## src/rtl/prdd_coder.sv

```systemverilog
`default_nettype none
// ============================================================================
// Module   : prdd_coder
// Purpose  : Registered N-to-M priority encoder. Reports the index of the
//            highest-priority asserted bit of a request vector together with
//            a valid flag, one clock after the vector is presented.
// Revision : 1.0 - initial release
// ----------------------------------------------------------------------------
// Parameters
//   N          request vector width (N >= 2)
//   M          index width, must satisfy 2**M >= N
//   MSB_FIRST  1: highest set bit wins, 0: lowest set bit wins
// Ports
//   clk    in   1   rising-edge clock
//   rst_n  in   1   asynchronous active-low reset
//   in     in   N   request vector, any number of bits may be set
//   out    out  M   index of the winning bit (0 when nothing is set)
//   valid  out  1   1 when any request bit was set
// ============================================================================
module prdd_coder #(
  parameter int N         = 16,
  parameter int M         = 4,
  parameter bit MSB_FIRST = 1'b1
) (
  input  logic         clk,
  input  logic         rst_n,
  input  logic [N-1:0] in,
  output logic [M-1:0] out,
  output logic         valid
);

  // Parameter legality: the index must be able to name every request bit.
  generate
    if (N < 2) begin : g_bad_width
      $error("prdd_coder: N must be at least 2 (N=%0d)", N);
    end
    if ((2 ** M) < N) begin : g_bad_index
      $error("prdd_coder: 2**M must be >= N (N=%0d, M=%0d)", N, M);
    end
  endgenerate

  logic [M-1:0] w_idx;
  logic         w_any;
  logic [M-1:0] r_out;
  logic         r_valid;

  // Priority scan. The loop direction is chosen so the winning bit is the
  // last one to write w_idx: ascending for MSB-first, descending for
  // LSB-first. w_idx stays 0 when no bit is set, which is also the required
  // "none" output value.
  generate
    if (MSB_FIRST) begin : g_msb_first
      always_comb begin
        w_idx = '0;
        for (int i = 0; i < N; i++) begin
          if (in[i]) begin
            w_idx = M'(i);
          end
        end
      end
    end else begin : g_lsb_first
      always_comb begin
        w_idx = '0;
        for (int i = N - 1; i >= 0; i--) begin
          if (in[i]) begin
            w_idx = M'(i);
          end
        end
      end
    end
  endgenerate

  assign w_any = |in;

  always_ff @(posedge clk or negedge rst_n) begin
    if (!rst_n) begin
      r_out   <= '0;
      r_valid <= 1'b0;
    end else begin
      r_out   <= w_any ? w_idx : '0;
      r_valid <= w_any;
    end
  end

  assign out   = r_out;
  assign valid = r_valid;

endmodule
`default_nettype wire

```

## config.mk

```make
export PLATFORM = sky130hd
export DESIGN_NAME = prdd_coder
export DESIGN_NICKNAME = d
export VERILOG_FILES = /design/src/rtl/prdd_coder.sv
export SDC_FILE = /design/constraint.sdc
export NUM_CORES = 1
export LEC_CHECK = 0
export ABC_AREA = 1
export CAP_MARGIN = 25
export CORE_AREA = 3 3 40 42
export CTS_BUF_LIST = sky130_fd_sc_hd__clkbuf_16
export CTS_CLUSTER_DIAMETER = 150
export DETAILED_ROUTE_END_ITERATION = 10
export DIE_AREA = 0 0 43 45
export PLACE_DENSITY = 0.63
export REMOVE_ABC_BUFFERS = 1
export SKIP_CTS_REPAIR_TIMING = 1
export SLEW_MARGIN = 30
export SYNTH_ARGS = -nofsm -noshare
export SYNTH_HDL_FRONTEND = slang
export SYNTH_SLANG_ARGS = --single-unit
```

## constraint.sdc

```tcl
create_clock -name clk -period 0.8 [get_ports clk]
set_clock_uncertainty 0.05 [all_clocks]
set_input_delay 0.24 -clock clk [delete_from_list [all_inputs] [get_ports clk]]
set_output_delay 0.24 -clock clk [all_outputs]
set_load 0.02 [all_outputs]
```

# Yosys cells after proc, flatten, opt, wreduce, memory -nomap -nowiden
# Cells that the tools add are included.
[word_totals] latch_bits=0 ramBits=0 input_bits=18 elab_cells=19 mem_count=0 rom_bits=0 reg_bits=5
[classes] div=0 muxes=16 bitwise=0 n_reduce_logical=1 n_lt_le_gt_ge=0 n_eq_ne=0 multipliers=0 shifts=0 addsub=0
[ops] cell="$mux 4" n=14
[ops] cell="$reduce_or 16->1" n=1
[ops] cell="$mux 2" n=1
[ops] cell="$mux 1" n=1

# Depth between registers and ports, before layout
[depth] depth_word=16 depth_mapped=15 ltp_nobuf=15

# Least setup slack after synthesis
# Ideal clock, no wire load.
[synth_path] path_kind="in2reg" start="in in[2]" end="reg r_out[0] (netlist: out[0])" stages=15 setup_slack_ns=-0.212 n_path_buf=0 arrival_ns=0.845 cell_sequence="inv_1 > nand2_1 > nand2_1 > nand2_1 > nand2_1 > nand2_1 > nand2_1 > nand2_1 > nand2_1 > nand2_1 > nand2_1 > nand2_1 > nand2_1 > nand2_1 > nand2_1"
[synth_via] elab_chain_cells=15 elab_cells_between_ends=16 cone_classes="15 x mux; 1 x reduce/logical"
[synth_rtl] item="from (decl)" line_no="27" text="input logic [N-1:0] in,"
[synth_rtl] item="$mux 2" line_no="56" text="if (in[i]) begin"
[synth_rtl] item="$mux 4 (13 in series)" line_no="56"
[synth_rtl] item="$mux 4 (*)" line_no="80" text="r_out <= w_any ? w_idx : '0;"
[synth_rtl] item="to (signal assigned)" line_no="80"
[synth_rtl] item="to (decl)" line_no="44" text="logic [M-1:0] r_out;"
# Every way passes the cells marked *; elsewhere a longest branch is shown, timed or not.

# Worst setup path in the final report
[layout_path] start="reg r_out[3] (netlist: out[3])" end="out out[3]"
[layout_lines] item="to (decl)" line_no="28" text="output logic [M-1:0] out,"
# No word-level cell between the ends.

==> impl_metrics.tcl <==
set metrics [dict create \
    design.die.area_um2 1940 \
    multi_input_area_um2 169 \
    power.internal_mw 1.01 \
    drt_iter0_drc 5 \
    critical_path_required_ns 0.51 \
    layout_worst_path_cycle_share 1.26 \
    dpl_cell_area_um2 562 \
    root_cell_of_the_clock_tree "sky130_fd_sc_hd__clkbuf_16" \
    run_status "finished with violations" \
    stdcell_area_um2 691 \
    power_leakage_nw 0.426 \
    postRouteWirelength_um 767 \
    cts_buffer_depth 2 \
    grt_max_degree 6 \
    power.sequential.fraction 0.213 \
    end_kind "primary output" \
    post-place-ws_ns -0.761 \
    p_per_area_nw_per_um2 1800 \
    ys_async_sr_fraction 1.00 \
    comb_power_share 0.152 \
    global_route_wire_length_before_repair_mm 1.08 \
    critical_setup_path_kind "flip-flop to primary output" \
    cts_inserted_buffers 3 \
    synth.avg_cell_area_um2 5.95 \
    synth-seq-area-share 0.397 \
    fp.dieW_um 43 \
    cap_violations 0 \
    ir_drop_uv 885 \
    p_switching_uw 233 \
    synth_top_cells_by_area "sky130_fd_sc_hd__dfrtp_1 40%, sky130_fd_sc_hd__nand2_1 27%, sky130_fd_sc_hd__inv_1 13%, sky130_fd_sc_hd__nor2_1 7.1%, sky130_fd_sc_hd__inv_2 4.8%" \
    tritoncts_clock_tree "built" \
    num_vias 382 \
    cts.sink_count 5 \
    grt_pass1_vias 296 \
    synth_common_cells "23 x sky130_fd_sc_hd__nand2_1, 11 x sky130_fd_sc_hd__inv_1, 6 x sky130_fd_sc_hd__nor2_1" \
    netSwitchingFraction 0.188 \
    grt_antenna_before_repair 0 \
    period_needed_ns 1.01 \
    count_of_synthesis_stage_warnings_from_yosys 0 \
    synth.ff_latch_count 5 \
    path_cells "buf_6" \
    crit_path_max_incr_delay_ns 0.36 \
    critical_path.startpoint "out[3]$_DFF_PN0_" \
    maxSlewViolCount 0 \
    critical_path.n_buffers_inverters 1 \
    power_frac_clock 0.635 \
    cp-start-kind "flip-flop" \
    hp-start "in[1]" \
    filler_cell_count 136 \
    fmax_ghz 0.994 \
    layout.nets 100 \
    synth_largest_area_cell "sky130_fd_sc_hd__dfrtp_1" \
    worst_path_dominant_cell_family "flip-flops" \
    core_area_um2 1280 \
    timing.hold.worst.class "input port to flip-flop" \
    routed_via_density 3.98 \
    die_y_um 45 \
    synth_cells 53 \
    synth_edf_count 0 \
    worst_pin_slew_ns 0.217 \
    buffer_ports.inserted 22 \
    yosysMostFrequentCell "sky130_fd_sc_hd__nand2_1" \
    gp_congestion 0.682 \
    drt-wirelength-per-cell_um 7.99 \
    arrival_worst_endpoint_ns 0.72 \
    rsz0062_at_grt "yes" \
    synth_top_cell_area_share 0.397 \
    violations_in_the_final_reports "negative setup slack" \
    setup_ws_ns -0.206 \
    drtPass1Iterations 2 \
    report.final.hold_viol_count 0 \
    crit_slowest_cell "sky130_fd_sc_hd__dfrtp_1" \
    synth_flop_cell "sky130_fd_sc_hd__dfrtp_1" \
    critPathMaxFanout 1 \
    ioPinCount 23 \
    clk_pin_slew_ns 0.03 \
    finalHoldWorstSlack_ns 0.162 \
    drc_errors 0 \
    post_synth_instance_area_um2 315 \
    rows 13 \
    post_synth_num_cell_types 8 \
    initial_utilization 0.245 \
    detailed_place_hpwl_um 566 \
    global_route_usage_over_all_layers 0.0788 \
    slew-limit-headroom 0.854 \
    globalRouteOverflowTotal 0 \
    p_r_area_growth_vs_syn_pct 119 \
    final_layout_size_suffix_gt1_frac 0.407 \
    cts.htree.levels 1 \
    antenna_cells 0 \
    postRouteAntennaNets 0 \
    setup_violating_endpoint_count_in_the_final_report 6 \
    layout.area.seq_um2 125 \
]
==> final timing paths <==
kind	depth (start not counted)	end
worst max-delay path	1	out[3]
worst min-delay path	3	valid$_DFF_PN0_
max in group asynchronous	1	out[3]$_DFF_PN0_
min in group asynchronous	1	out[2]$_DFF_PN0_
==> per-layer routing <==
metal  wire [um]  vias to the layer above  global-route usage  part of all wire
met2         388                       13               0.114              0.51
met1         292                      162              0.0860              0.38
li1            -                      205                   -                 -
met3          77                        2              0.0359              0.10
met5           0                        -                   0                 0
met4           9                        0              0.0723             0.012
==> layout by cell type, fill, tap and decap left out, drive strengths merged <==
| cell | count |
|---|---|
| dfrtp | 5 |
| clkbuf | 7 |
| a31o | 1 |
| inv | 16 |
| dlymetal6s2s | 10 |
| nand3 | 2 |
| nor4 | 1 |
| buf | 9 |
| nand2 | 23 |
| clkdlybuf4s50 | 1 |
| nor2 | 6 |
==> tightest hold or removal path, cell delays in order <==
cell	delay (ns)
sky130_fd_sc_hd__buf_6	0.07
sky130_fd_sc_hd__nor4_1	0.04
sky130_fd_sc_hd__nand2_1	0.05
==> registers in the layout, summed over array words and instances (netlist names) <==
name / flops
valid: 1
out: 4
==> per-stage QoR <==
step | power, mW | std cells | util | TNS (ns)
after floorplan | 0.333 | 53 | - | -0.255
after global placement | 0.451 | 91 | 0.437 | -4.78
after detailed placement | 0.453 | 91 | 0.437 | -4.82
after CTS | 1.25 | 95 | 0.499 | -4.88
after global routing | 1.30 | 96 | 0.537 | -1.59
final | 1.24 | 96 | 0.537 | -1.20
==> cells by family after synthesis <==
logic type,Yosys count,synth area share
buf+inv,15,0.179
compound gates,1,0.0278
flops,5,0.397
simple gates,32,0.397
==> cell type report <==
type | instances | area share
clock inverters | 1 | 0.00543
multi-input cells | 33 | 0.245
clock buffers | 3 | 0.109
inverters | 15 | 0.0815
well taps | 15 | 0.0272
repair buffers | 24 | 0.351
flip-flops and latches | 5 | 0.181
==> power by group through the flow <==
stage,clock [mW],combinational (mW),sequential [mW]
after floorplan,0,0.0560,0.277
after global placement,0,0.185,0.267
after detailed placement,0,0.186,0.267
after CTS,0.800,0.186,0.264
after global routing,0.825,0.211,0.266
final,0.789,0.189,0.265
Power figures use the tool's default switching activity.
